### src/rtl/multicycle_ctrl_if.sv
// Unified-memory handshake between the control FSM and the memory.
//   mem_req  : request, held until mem_ack or watchdog timeout
//   mem_we   : write strobe, qualified by mem_req
//   mem_ack  : memory done; read data valid in the same cycle
// Modports: master = controller side, slave = memory side.
interface multicycle_ctrl_if;
    logic mem_req;
    logic mem_we;
    logic mem_ack;

    modport master (output mem_req, output mem_we, input mem_ack);
    modport slave  (input mem_req, input mem_we, output mem_ack);
endinterface

### src/rtl/multicycle_ctrl.sv
// Multi-cycle control FSM for the MIPS core: sequences fetch/decode/execute/memory/writeback
// and drives every datapath select and write enable. Memory traffic goes through a req/ack
// handshake guarded by a wait-cycle watchdog.
// Ports:
//   clk, rst        rising-edge clock, synchronous active-high reset
//   opcode, funct   IR fields (funct is consumed by the ALU decoder, not here)
//   zero            ALU zero flag, used by beq in EXEC
//   bus             memory handshake (mem_req/mem_we out, mem_ack in)
//   ir_we, pc_we    IR / PC load enables; pc_src selects PC+4 / branch / jump target
//   reg_we, reg_dst register-file write enable and destination (rt / rd / $31)
//   wb_mem_sel      writeback from memory data instead of ALU
//   link_sel        writeback PC (jal link) instead of wb_mem_sel result
//   alu_op          add / sub / decode funct
//   illegal_op      one-cycle pulse on an unsupported opcode
//   bus_err         one-cycle pulse on handshake timeout
//   state           current state, debug
module multicycle_ctrl #(
    parameter int unsigned TIMEOUT = 15,
    parameter int unsigned CW      = 4
) (
    input  logic                     clk,
    input  logic                     rst,
    input  logic [5:0]               opcode,
    input  logic [5:0]               funct,
    input  logic                     zero,
    multicycle_ctrl_if.master        bus,
    output logic                     ir_we,
    output logic                     pc_we,
    output logic [1:0]               pc_src,
    output logic                     reg_we,
    output logic [1:0]               reg_dst,
    output logic                     wb_mem_sel,
    output logic                     link_sel,
    output logic [1:0]               alu_op,
    output logic                     illegal_op,
    output logic                     bus_err,
    output logic [2:0]               state
);

    typedef enum logic [2:0] {
        StFetch  = 3'd0,
        StDecode = 3'd1,
        StExec   = 3'd2,
        StMem    = 3'd3,
        StWb     = 3'd4,
        StLink   = 3'd5
    } state_e;

    localparam logic [5:0] OpR    = 6'h00;
    localparam logic [5:0] OpAddi = 6'h08;
    localparam logic [5:0] OpLw   = 6'h23;
    localparam logic [5:0] OpSw   = 6'h2B;
    localparam logic [5:0] OpBeq  = 6'h04;
    localparam logic [5:0] OpJ    = 6'h02;
    localparam logic [5:0] OpJal  = 6'h03;

    localparam logic [CW-1:0] TimeoutVal = CW'(TIMEOUT);

    state_e        state_q, state_d;
    logic [CW-1:0] cnt_q, cnt_d;
    logic          timeout;
    logic          is_r, is_lw, is_sw, is_beq;

    // funct only matters to the ALU decoder downstream
    logic unused_funct;
    assign unused_funct = ^funct;

    assign is_r   = (opcode == OpR);
    assign is_lw  = (opcode == OpLw);
    assign is_sw  = (opcode == OpSw);
    assign is_beq = (opcode == OpBeq);

    // TIMEOUT == 0 disables the watchdog; the counter then just wraps harmlessly
    assign timeout = (TIMEOUT != 0) && (cnt_q == TimeoutVal);

    always_comb begin
        state_d     = state_q;
        cnt_d       = '0;  // cleared on every state change and on ack
        bus.mem_req = 1'b0;
        bus.mem_we  = 1'b0;
        ir_we       = 1'b0;
        pc_we       = 1'b0;
        pc_src      = 2'd0;
        reg_we      = 1'b0;
        reg_dst     = 2'd0;
        wb_mem_sel  = 1'b0;
        link_sel    = 1'b0;
        alu_op      = 2'd0;
        illegal_op  = 1'b0;
        bus_err     = 1'b0;

        case (state_q)
            StFetch: begin
                bus.mem_req = 1'b1;
                if (bus.mem_ack) begin
                    ir_we   = 1'b1;
                    pc_we   = 1'b1;
                    state_d = StDecode;
                end else if (timeout) begin
                    // PC untouched, so the retry fetches the same address
                    bus_err = 1'b1;
                    state_d = StFetch;
                end else begin
                    cnt_d = cnt_q + CW'(1);
                end
            end
            StDecode: begin
                case (opcode)
                    OpR, OpAddi, OpLw, OpSw, OpBeq: state_d = StExec;
                    OpJ: begin
                        pc_we   = 1'b1;
                        pc_src  = 2'd2;
                        state_d = StFetch;
                    end
                    OpJal:   state_d = StLink;
                    default: begin
                        illegal_op = 1'b1;
                        state_d    = StFetch;
                    end
                endcase
            end
            StExec: begin
                alu_op = is_r ? 2'd2 : (is_beq ? 2'd1 : 2'd0);
                if (is_beq) begin
                    pc_we   = zero;
                    pc_src  = 2'd1;
                    state_d = StFetch;
                end else if (is_lw || is_sw) begin
                    state_d = StMem;
                end else begin
                    state_d = StWb;
                end
            end
            StMem: begin
                bus.mem_req = 1'b1;
                bus.mem_we  = is_sw;
                if (bus.mem_ack) begin
                    state_d = is_sw ? StFetch : StWb;
                end else if (timeout) begin
                    bus_err = 1'b1;
                    state_d = StFetch;
                end else begin
                    cnt_d = cnt_q + CW'(1);
                end
            end
            StWb: begin
                reg_we     = 1'b1;
                reg_dst    = is_r ? 2'd1 : 2'd0;
                wb_mem_sel = is_lw;
                state_d    = StFetch;
            end
            StLink: begin
                // PC already holds PC+4, so it is the return address written to $31
                reg_we   = 1'b1;
                reg_dst  = 2'd2;
                link_sel = 1'b1;
                pc_we    = 1'b1;
                pc_src   = 2'd2;
                state_d  = StFetch;
            end
            default: state_d = StFetch;
        endcase

        // Reset forces every output low so no partial write completes
        if (rst) begin
            state_d     = StFetch;
            cnt_d       = '0;
            bus.mem_req = 1'b0;
            bus.mem_we  = 1'b0;
            ir_we       = 1'b0;
            pc_we       = 1'b0;
            pc_src      = 2'd0;
            reg_we      = 1'b0;
            reg_dst     = 2'd0;
            wb_mem_sel  = 1'b0;
            link_sel    = 1'b0;
            alu_op      = 2'd0;
            illegal_op  = 1'b0;
            bus_err     = 1'b0;
        end
    end

    assign state = rst ? 3'd0 : state_q;

    always_ff @(posedge clk) begin
        if (rst) begin
            state_q <= StFetch;
            cnt_q   <= '0;
        end else begin
            state_q <= state_d;
            cnt_q   <= cnt_d;
        end
    end

endmodule

### src/flat_wrapper.sv
// flat-port wrapper written by rule: the top's interface ports become plain ports
module multicycle_ctrl_flat 
#(
    parameter int unsigned TIMEOUT = 15,
    parameter int unsigned CW      = 4
)
  (clk, rst, opcode, funct, zero, ir_we, pc_we, pc_src, reg_we, reg_dst, wb_mem_sel, link_sel, alu_op, illegal_op, bus_err, state, bus_mem_req, bus_mem_we, bus_mem_ack);
  multicycle_ctrl_if bus_i ();
  input  logic clk;
  input  logic rst;
  input  logic [5:0] opcode;
  input  logic [5:0] funct;
  input  logic zero;
  output logic ir_we;
  output logic pc_we;
  output logic [1:0] pc_src;
  output logic reg_we;
  output logic [1:0] reg_dst;
  output logic wb_mem_sel;
  output logic link_sel;
  output logic [1:0] alu_op;
  output logic illegal_op;
  output logic bus_err;
  output logic [2:0] state;
  output wire logic [$bits(bus_i.mem_req)-1:0] bus_mem_req;
  output wire logic [$bits(bus_i.mem_we)-1:0] bus_mem_we;
  input wire logic [$bits(bus_i.mem_ack)-1:0] bus_mem_ack;
  assign bus_mem_req = bus_i.mem_req;
  assign bus_mem_we = bus_i.mem_we;
  assign bus_i.mem_ack = bus_mem_ack;
  multicycle_ctrl #(.TIMEOUT(TIMEOUT), .CW(CW)) u_core (.clk(clk), .rst(rst), .opcode(opcode), .funct(funct), .zero(zero), .bus(bus_i), .ir_we(ir_we), .pc_we(pc_we), .pc_src(pc_src), .reg_we(reg_we), .reg_dst(reg_dst), .wb_mem_sel(wb_mem_sel), .link_sel(link_sel), .alu_op(alu_op), .illegal_op(illegal_op), .bus_err(bus_err), .state(state));
endmodule
### config.mk
export PLATFORM = sky130hd
export DESIGN_NAME = multicycle_ctrl_flat
export DESIGN_NICKNAME = d
export VERILOG_FILES = /design/src/rtl/multicycle_ctrl_if.sv /design/src/rtl/multicycle_ctrl.sv /design/src/flat_wrapper.sv
export SDC_FILE = /design/constraint.sdc
export NUM_CORES = 1
export LEC_CHECK = 0
export BUFFER_PORTS_ARGS = -buffer_cell sky130_fd_sc_hd__buf_2
export CORE_MARGIN = 4
export CORE_UTILIZATION = 37
export CTS_CLUSTER_DIAMETER = 100
export DETAILED_ROUTE_END_ITERATION = 8
export GPL_ROUTABILITY_DRIVEN = 0
export PLACE_DENSITY_LB_ADDON = 0.1
export REMOVE_ABC_BUFFERS = 1
export SETUP_SLACK_MARGIN = 0.02
export SYNTH_ARGS = -nofsm -noshare
export SYNTH_HDL_FRONTEND = slang
export SYNTH_SLANG_ARGS = --single-unit
### constraint.sdc
create_clock -name clk -period 1.31 [get_ports clk]
set_input_delay 0.131 -clock clk [delete_from_list [all_inputs] [get_ports clk]]
set_output_delay 0.131 -clock clk [all_outputs]
set_load 0.1 [all_outputs]
==> flow_summary.yaml, run 1 <==
status:
  status: "did not finish"
  failed_stage: "clock tree synthesis"
  firstError: "[ERROR DPL-0038] Utilization greater than 100%, impossible to legalize"
yosys:
  ys_seq_elements: 7
  synth-edff-count: 0
  ys_types: 30
  synthTopCellsByArea: "dfxtp_1, nor2_1, nand2b_1"
  yosysTopAreaCellShare_pct: 25.6
  synthCells: 77
  netlist_area_um2: 548
  avgSynthCellArea_um2: 7.12
  synth_flop_cell: "dfxtp_1"
  yosys_warnings: 0
  async_flop_share_pct: 0
  synth_top_cell_by_area: "dfxtp_1"
  yosysSeqAreaShare_pct: 25.6
die:
  initial_core_util_pct: 40.6
  fp-row-count: 13
  die_h_um: 46.5
  ios: 34
  chipWidth_um: 46.5
clocking:
  cts.htree.levels: 1
  cts.sinks: 7
  cts-root-buf: "clkbuf_4"
  cts_resized: 78
  clockBufferDepth: 2
  ctsHoldBuffers: 0
  cts_made_buffers: 3
  cts_setup_buffers: 11
placed_design:
  numPortBuffers: 27
  placed_area_mm2: 0.00120
  dp_hpwl_mm: 1.80
## cells by family after synthesis
family	after synthesis	synth area share, %
compound gates	17	21.2
xor+xnor	1	1.60
fa+ha+maj	1	2.28
buf+inv	6	4.11
flops	7	25.6
simple gates	45	45.2
## through the flow
step / std cells / setup WS, ns
global placement: 148 / -0.481
floorplan: 75 / -4.14
detailed placement: 148 / -0.517
## synthesized netlist by cell type, types with 2 or more instances
| library cell | number |
|---|---|
| nand2_1 | 4 |
| nor4_1 | 2 |
| nor3_1 | 4 |
| nor2_1 | 13 |
| nand2b_1 | 5 |
| a21o_1 | 3 |
| o21ai_0 | 3 |
| nand3_1 | 5 |
| or2_2 | 2 |
| clkbuf_1 | 2 |
| a31oi_1 | 3 |
| inv_1 | 4 |
| nand4b_1 | 2 |
| dfxtp_1 | 7 |
| a21oi_1 | 2 |
| nor2b_1 | 2 |
==> run 2: changes to the inputs <==
Settings changed: CORE_AREA from default to 4 4 65 67, CORE_MARGIN 4 to default, CORE_UTILIZATION 37 to default, CTS_CLUSTER_DIAMETER 100 to default, DIE_AREA from default to 0 0 69 71, PLACE_DENSITY_LB_ADDON 0.1 to 0.15, SETUP_SLACK_MARGIN 0.02 to default.
Clock period 1.31 ns to 1.7 ns, I/O delays scaled along.
==> flow_summary.yaml, run 2 <==
status:
  status: "finished, violations left"
  violations: "negative setup slack"
worst_hold_path:
  hold_class: "input port to flip-flop"
clocking:
  cts_made_buffers: 3
  cts.htree.levels: 1
  ctsHoldBuffers: 0
  cts-root-buf: "clkbuf_8"
  cts.sinks: 7
  insertion_delay_ns: 0.23
  clockBufferDepth: 2
  clk_pin_slew_ns: 0.04
  cts_tree: "built"
layout:
  multi_input_area_um2: 455
  final_common_cell: "buf_4"
  drive_gt1_share_pct: 54.8
  n_antenna_cell: 0
  final_cell_mix: "buf_4, buf_12, nor2_1, buf_2, nand3_1"
  regMostFlops: "u_core.cnt_q"
  largest_reg_flops: 4
  design_area_mm2: 0.00121
  postLayoutCoreUtil_pct: 33.4
  syn_to_final_growth_pct: 121
  fin_cells: 172
  nNetsFinal: 142
  num-fill-cells: 408
  top_regs: "u_core.cnt_q (4), u_core.state_q (3)"
  seqCellArea_um2: 144
power_and_ir_drop:
  leakage_nw: 0.500
  vdd_drop_max_mv: 0.224
  finalPower_w: 0.000720
  power_density_mw_per_mm2: 593
die:
  ios: 34
  fp-row-count: 22
  chipWidth_um: 69
  initial_core_util_pct: 15.1
  die_h_um: 71
  core_area_mm2: 0.00363
  die-area_mm2: 0.00490
timing:
  rsz0062_at_grt: "yes"
  final.setup.worst_slack_ns: -0.119
  max_freq_mhz: 550
  period_needed_ns: 1.82
  final-hold-violation-count: 0
  setup-violations-final: 4
  worstMarginPinSlew_ns: 0.495
  period_share_pct: 107
  slew_headroom_pct: 67.2
  finClkSkew_ns: 0.00471
  slew_violations: 0
worst_setup_path:
  reg2reg_from: "u_core.cnt_q[0]"
  crit_buf_inv: 2
  critical_path.startpoint_type: "input port"
  r2r-end: "u_core.state_q[0]"
  worst_r2r_path_depth: 5
  path_depth: 6
  slowest_delay_ns: 0.52
  cp.required_ns: 1.53
  r2r_setup_slack_ns: 0.27
  slowest_stage: "or4_4"
  crit_path_start: "opcode[1]"
  crit_chain: "buf_6 > or4_4 > or3b_4 > o21ai_2 > a21o_1 > buf_12"
  endpoint_kind: "output pin"
  critPathArrivalTime_ns: 1.65
  cp_max_fo: 4
  crit_end: "pc_we"
  crit_family: "simple AND/OR/NAND/NOR gates"
  path_class: "input port to output pin"
route:
  drtIter0Drc: 27
  drt_pass1_iterations: 4
  wl_per_cell_um: 11.9
  ant_nets: 0
  drcViolationCount: 0
  vias: 761
  drt_wl_total_mm: 2.05
  viasPerCell: 4.42
placed_design:
  dp_hpwl_mm: 1.68
  placed_area_mm2: 0.00105
  numPortBuffers: 27
  dp.cells: 164
yosys:
  synthMostInstantiatedCell: "nor2_1"
  synthCells: 77
  synthTopCellsByArea: "dfxtp_1, nor2_1, nand2b_1"
  netlist_area_um2: 548
  synth-edff-count: 0
  yosys_warnings: 0
  ys_types: 30
  ys_seq_elements: 7
  avgSynthCellArea_um2: 7.12
  synthTopCellsByCount: "nor2_1, dfxtp_1, nand2b_1, nand3_1"
  async_flop_share_pct: 0
  synth_flop_cell: "dfxtp_1"
  synth_top_cell_by_area: "dfxtp_1"
  yosysTopAreaCellShare_pct: 25.6
  yosysSeqAreaShare_pct: 25.6
global_routing:
  antenna_found_initial: 0
  grt_start_max_net_pins: 10
  grt_pass1_wl_mm: 3.53
  track_usage_pct: 8.58
  grt_pass1_vias: 738
  grt_overflow: 0
job:
  drv_cap: 0
## run 2: tightest hold or removal path, stage by stage
cell and delay, ns:
buf_2 0.11, or2_4 0.16, nor2_1 0.05
## run 2: cell families after synthesis
kind of cell    synth area share, %
compound gates                 21.2
xor+xnor                       1.60
fa+ha+maj                      2.28
buf+inv                        4.11
flops                          25.6
simple gates                   45.2
## run 2: what timing repair did
action,in CTS,in global routing
buffers inserted,2,2
gates resized for setup,10,13
pin swaps,4,4
endpoints found under the setup margin,7,8
## run 2: through the flow
step | setup TNS (ns) | hold WS, ns | setup slack [ns]
finish | -0.341 | 0.305 | -0.119
global route | -0.588 | 0.310 | -0.170
CTS | -0.522 | 0.308 | -0.130
detailed placement | -0.528 | 0.477 | -0.190
global placement | -0.451 | 0.459 | -0.169
floorplan | -18.24 | 0.362 | -3.79
## run 2: final cells by class
class / count / share of cell area (%)
sequential: 7 / 11.9
multi-input combinational: 64 / 37.6
inverter: 4 / 1.24
clock buffer: 4 / 3.72
tap: 48 / 4.95
timing repair buffer: 45 / 40.7
## run 2: per-layer routing
layer  vias to the layer above  share of wire (%)  global-route usage (%)
met1                       368                 40                    9.54
met2                        15                 56                    16.3
met3                         2                3.5                    2.13
met5                         -                  0                       0
met4                         0               0.49                    1.95
li1                        376                  -                       -
## run 2: worst min path at each step
stage,endpoint,slack [ns],depth (start not counted),startpoint
3_3_place_gp,u_core.cnt_q[3],0.46,1,u_core.cnt_q[3]
4_1_cts,u_core.cnt_q[2],0.31,3,bus_mem_ack
6_report,u_core.cnt_q[2],0.31,3,bus_mem_ack
3_5_place_dp,u_core.cnt_q[3],0.48,1,u_core.cnt_q[3]
2_1_floorplan,u_core.state_q[2],0.36,2,opcode[2]
5_1_grt,u_core.cnt_q[2],0.31,3,bus_mem_ack
## run 2: where the power goes
| group | total [W] | internal [W] | leakage [nW] | switching (W) |
|---|---|---|---|---|
| logic | 0.000297 | 0.000114 | 0.419 | 0.000183 |
| clock network | 0.000238 | 0.000163 | 0.0228 | 0.0000753 |
| registers | 0.000185 | 0.000175 | 0.0582 | 0.0000104 |
Power figures use the tool's default switching activity.
==> run 3: changes to the inputs <==
Settings changed: CELL_PAD_IN_SITES_DETAIL_PLACEMENT from default to 1, CELL_PAD_IN_SITES_GLOBAL_PLACEMENT from default to 2.
==> flow_summary.yaml, run 3 (synthesis gave the netlist of run 2 again) <==
power_and_ir_drop:
  p_int_w: 0.000457
  power_density_mw_per_mm2: 562
  leakage_nw: 0.545
  power_frac_comb_pct: 42.8
  seqPwrFrac_pct: 25.4
  vdd_drop_max_mv: 0.157
  p_sw_share_pct: 37.2
  p_sw_w: 0.000270
  clkPwrFrac_pct: 31.8
global_routing:
  grt-busiest-layer: "met2"
  grt_start_max_net_pins: 12
  track_usage_pct: 9.79
  grt_pass1_vias: 829
  grt_pass1_wl_mm: 3.93
  grt_overflow: 0
  met3_usage_pct: 2.13
  use_met2_pct: 16.3
  grtUsageMet1_pct: 12.5
  antenna_found_initial: 0
worst_setup_path:
  cp.required_ns: 1.53
  crit_path_start: "opcode[1]"
  worst_r2r_path_depth: 5
  crit_end: "pc_we"
  cp_max_fo: 4
  slowest_stage: "or4_4"
  crit_chain: "buf_6 > or4_4 > or3b_4 > o21ai_2 > a21o_1 > buf_12"
  reg2reg_from: "u_core.cnt_q[0]"
  slowest_delay_ns: 0.53
  path_class: "input port to output pin"
  r2r_setup_slack_ns: 0.27
  endpoint_kind: "output pin"
  critical_path.startpoint_type: "input port"
  critPathArrivalTime_ns: 1.66
  r2r-end: "u_core.state_q[0]"
job:
  drv_cap: 0
layout:
  syn_to_final_growth_pct: 136
  num-fill-cells: 440
  drive_gt1_share_pct: 58.0
  n_antenna_cell: 0
  final_common_cell: "buf_4"
  design_area_mm2: 0.00129
  largest_reg_flops: 4
  nNetsFinal: 149
  top_regs: "u_core.cnt_q (4), u_core.state_q (3)"
  regMostFlops: "u_core.cnt_q"
  final_cell_mix: "buf_4, buf_12, buf_2"
clocking:
  clockBufferDepth: 2
  cts.sinks: 7
  cts.htree.levels: 1
  clk_pin_slew_ns: 0.04
  cts-root-buf: "clkbuf_8"
  insertion_delay_ns: 0.22
  cts_made_buffers: 3
  cts_tree: "built"
route:
  viasPerCell: 4.32
  drtIter0Drc: 47
  drt_pass1_iterations: 4
  ant_nets: 0
  drcViolationCount: 0
  drt_wl_total_mm: 2.27
  vias: 773
  wl_per_cell_um: 12.7
timing:
  worstMarginPinSlew_ns: 0.490
  final-hold-violation-count: 0
  period_share_pct: 107
  period_needed_ns: 1.83
  slew_violations: 0
  rsz0062_at_grt: "yes"
  finClkSkew_ns: 0.00230
  final.setup.worst_slack_ns: -0.126
  max_freq_mhz: 548
  setup-violations-final: 4
  slew_headroom_pct: 67.6
status:
  violations: "negative setup slack"
  status: "finished, violations left"
worst_hold_path:
  hold_class: "input port to flip-flop"
placed_design:
  placed_area_mm2: 0.00108
  numPortBuffers: 27
  dp_hpwl_mm: 1.75
  dp_slack_ns: -0.196
die:
  fp-row-count: 22
  die_h_um: 71
  ios: 34
  die-area_mm2: 0.00490
  chipWidth_um: 69
  core_area_mm2: 0.00363
  initial_core_util_pct: 15.1
## run 3: metrics by stage
| step | instances | TNS [ns] | util [%] | hold slack [ns] | total power (W) |
|---|---|---|---|---|---|
| final | 179 | -0.349 | 35.6 | 0.325 | 0.000727 |
| after global routing | 179 | -0.549 | 35.6 | 0.351 | 0.000769 |
| after CTS | 175 | -0.336 | 33.1 | 0.328 | 0.000711 |
| after detailed placement | 168 | -0.451 | 29.8 | 0.481 | 0.000456 |
| after global placement | 168 | -0.455 | 29.8 | 0.460 | 0.000456 |
| after floorplan | 75 | -18.24 | - | 0.362 | 0.000334 |
## run 3: worst min path at each step
stage / from / to / depth (start not counted)
global route: bus_mem_ack / u_core.cnt_q[2] / 3
detailed placement: u_core.cnt_q[3] / u_core.cnt_q[3] / 1
finish: bus_mem_ack / u_core.cnt_q[2] / 3
global placement: u_core.cnt_q[3] / u_core.cnt_q[3] / 1
floorplan: opcode[2] / u_core.state_q[2] / 2
CTS: bus_mem_ack / u_core.cnt_q[2] / 3
## run 3: power by group through the flow
| stage | Clock (W) | Combinational [W] | Sequential, W |
|---|---|---|---|
| after floorplan | 0 | 0.000146 | 0.000188 |
| after global placement | 0 | 0.000273 | 0.000183 |
| after detailed placement | 0 | 0.000272 | 0.000184 |
| after CTS | 0.000240 | 0.000290 | 0.000182 |
| after global routing | 0.000250 | 0.000333 | 0.000186 |
| final | 0.000231 | 0.000311 | 0.000184 |
## run 3: per-layer routing
metal  share of wire (%)  wire [um]
met5                   0          0
met4                0.57         13
met3                 3.7         85
met2                  48       1100
met1                  47       1070
## run 3: cell type report
class                           count  area (um2)  share of cell area (%)
Timing Repair Buffer               52         539                    41.7
Multi-Input combinational cell     64         490                    37.9
Sequential cell                     7         144                    11.1
Tap cell                           48        60.1                    4.64
Clock buffer                        4        45.0                    3.48
Inverter                            4        15.0                    1.16
## run 3: critical path, delay by kind of cell
kind	cells	cell delay, ns
AOI/OAI and AO/OA	2	0.28
buffers and inverters	2	0.27
and+or+nand+nor	2	0.94
## run 3: timing repair
| action | 4_1_cts | 5_1_grt |
|---|---|---|
| hold buffers | 0 | 0 |
| gates cloned | 0 | 0 |
| pin swaps | 6 | 3 |
| buffers inserted | 3 | 4 |
| setup endpoints to repair | 7 | 9 |
| resized for setup | 14 | 13 |
==> run 4: changes to the inputs <==
Settings changed: BUFFER_PORTS_ARGS -buffer_cell sky130_fd_sc_hd__buf_2 to -buffer_cell sky130_fd_sc_hd__clkbuf_2, PLACE_DENSITY_LB_ADDON 0.15 to 0.1.
==> flow_summary.yaml, run 4 (synthesis gave the netlist of run 2 again) <==
timing:
  setup-violations-final: 3
  finClkSkew_ns: 0.00260
  slew_violations: 0
  final-hold-violation-count: 0
  hold-worst-slack_ns: 0.326
  slew_headroom_pct: 64.2
  final.setup.worst_slack_ns: -0.127
  setup-tns-final_ns: -0.335
  max_freq_mhz: 547
  worstMarginPinSlew_ns: 0.540
  rsz0062_at_grt: "yes"
  period_needed_ns: 1.83
  period_share_pct: 107
power_and_ir_drop:
  clkPwrFrac_pct: 31.9
  p_sw_w: 0.000266
  power_frac_comb_pct: 42.6
  leakage_nw: 0.525
  p_sw_share_pct: 36.9
  seqPwrFrac_pct: 25.6
  vdd_drop_max_mv: 0.209
  p_int_w: 0.000456
  power_density_mw_per_mm2: 559
route:
  ant_nets: 0
  wl_per_cell_um: 12.5
  vias: 762
  viasPerCell: 4.31
  drtIter0Drc: 16
  drt_wl_total_mm: 2.21
  drcViolationCount: 0
  drt_pass1_iterations: 4
clocking:
  cts_made_buffers: 3
  insertion_delay_ns: 0.22
  cts_tree: "built"
  ctsHoldBuffers: 0
  clockBufferDepth: 2
  clk_pin_slew_ns: 0.04
  cts.sinks: 7
  cts.htree.levels: 1
  cts-root-buf: "clkbuf_8"
die:
  core_area_mm2: 0.00363
  die_h_um: 71
  initial_core_util_pct: 15.1
  fp-row-count: 22
  die-area_mm2: 0.00490
  chipWidth_um: 69
  ios: 34
layout:
  drive_gt1_share_pct: 57.4
  n_antenna_cell: 0
  final_cell_mix: "buf_4, buf_12, clkbuf_2"
  final_common_cell: "buf_4"
  nNetsFinal: 147
  num-fill-cells: 448
  seqCellArea_um2: 143
  multi_input_area_um2: 484
  regMostFlops: "u_core.cnt_q"
  top_regs: "u_core.cnt_q (4), u_core.state_q (3)"
  largest_reg_flops: 4
  syn_to_final_growth_pct: 136
worst_hold_path:
  hp-start: "bus_mem_ack"
  hold_class: "input port to flip-flop"
worst_setup_path:
  reg2reg_from: "u_core.cnt_q[0]"
  endpoint_kind: "output pin"
  crit_path_start: "opcode[5]"
  path_class: "input port to output pin"
  cp.required_ns: 1.53
  cp_max_fo: 4
  critical_path.startpoint_type: "input port"
  critPathArrivalTime_ns: 1.66
job:
  drv_cap: 0
global_routing:
  track_usage_pct: 9.09
  antenna_found_initial: 0
  grt_overflow: 0
  grt_start_max_net_pins: 11
  grt_pass1_wl_mm: 3.73
  grt_pass1_vias: 780
status:
  status: "finished, violations left"
  violations: "negative setup slack"
placed_design:
  dp_hpwl_mm: 1.74
  numPortBuffers: 27
run 4: critical path, stage by stage:
cell	delay, ns
buf_6	0.09
or4_4	0.52
or3b_4	0.42
o21ai_2	0.12
a21o_1	0.16
buf_12	0.18
run 4: stage by stage:
| stage | setup WS (ns) | util, % | instances | cell area [um2] | power (W) |
|---|---|---|---|---|---|
| after floorplan | -3.79 | - | 75 | 541 | 0.000334 |
| after global placement | -0.170 | 30.3 | 168 | 1100 | 0.000461 |
| after detailed placement | -0.186 | 30.3 | 168 | 1100 | 0.000460 |
| after CTS | -0.153 | 34.0 | 175 | 1230 | 0.000723 |
| after global routing | -0.179 | 35.5 | 177 | 1290 | 0.000759 |
| final | -0.127 | 35.5 | 177 | 1290 | 0.000722 |
run 4: cell type report:
cell class / count / area share [%]
clock buffers: 4 / 3.49
inverters: 4 / 1.16
multi-input cells: 64 / 37.5
flip-flops and latches: 7 / 11.0
well taps: 48 / 4.65
repair buffers: 50 / 42.2
run 4: power by group through the flow:
stage                     logic [W]  registers [W]  clock network (W)
after global routing       0.000327       0.000186           0.000246
after floorplan            0.000146       0.000188                  0
final                      0.000307       0.000184           0.000230
after global placement     0.000277       0.000184                  0
after CTS                  0.000299       0.000182           0.000241
after detailed placement   0.000276       0.000184                  0
run 4: layer usage:
metal	vias up	share of wire (%)	track usage, %
met4	0	0.86	3.90
met5	-	0	0
met2	15	53	16.0
met3	2	2.4	0.568
met1	359	44	11.4
li1	386	-	-
run 4: worst paths after layout:
check                                         end  slack, ns  cells past startpoint
worst max-delay path                        pc_we      -0.13                      6
worst min-delay path              u_core.cnt_q[2]       0.33                      3
worst min register to register    u_core.cnt_q[0]       0.49                      1
worst max register to register  u_core.state_q[1]       0.25                      5
run 4: repair_timing:
action,in CTS,in global routing
pin swaps,8,3
setup buffers,3,2
endpoints found under the setup margin,6,8
gates resized for setup,17,9
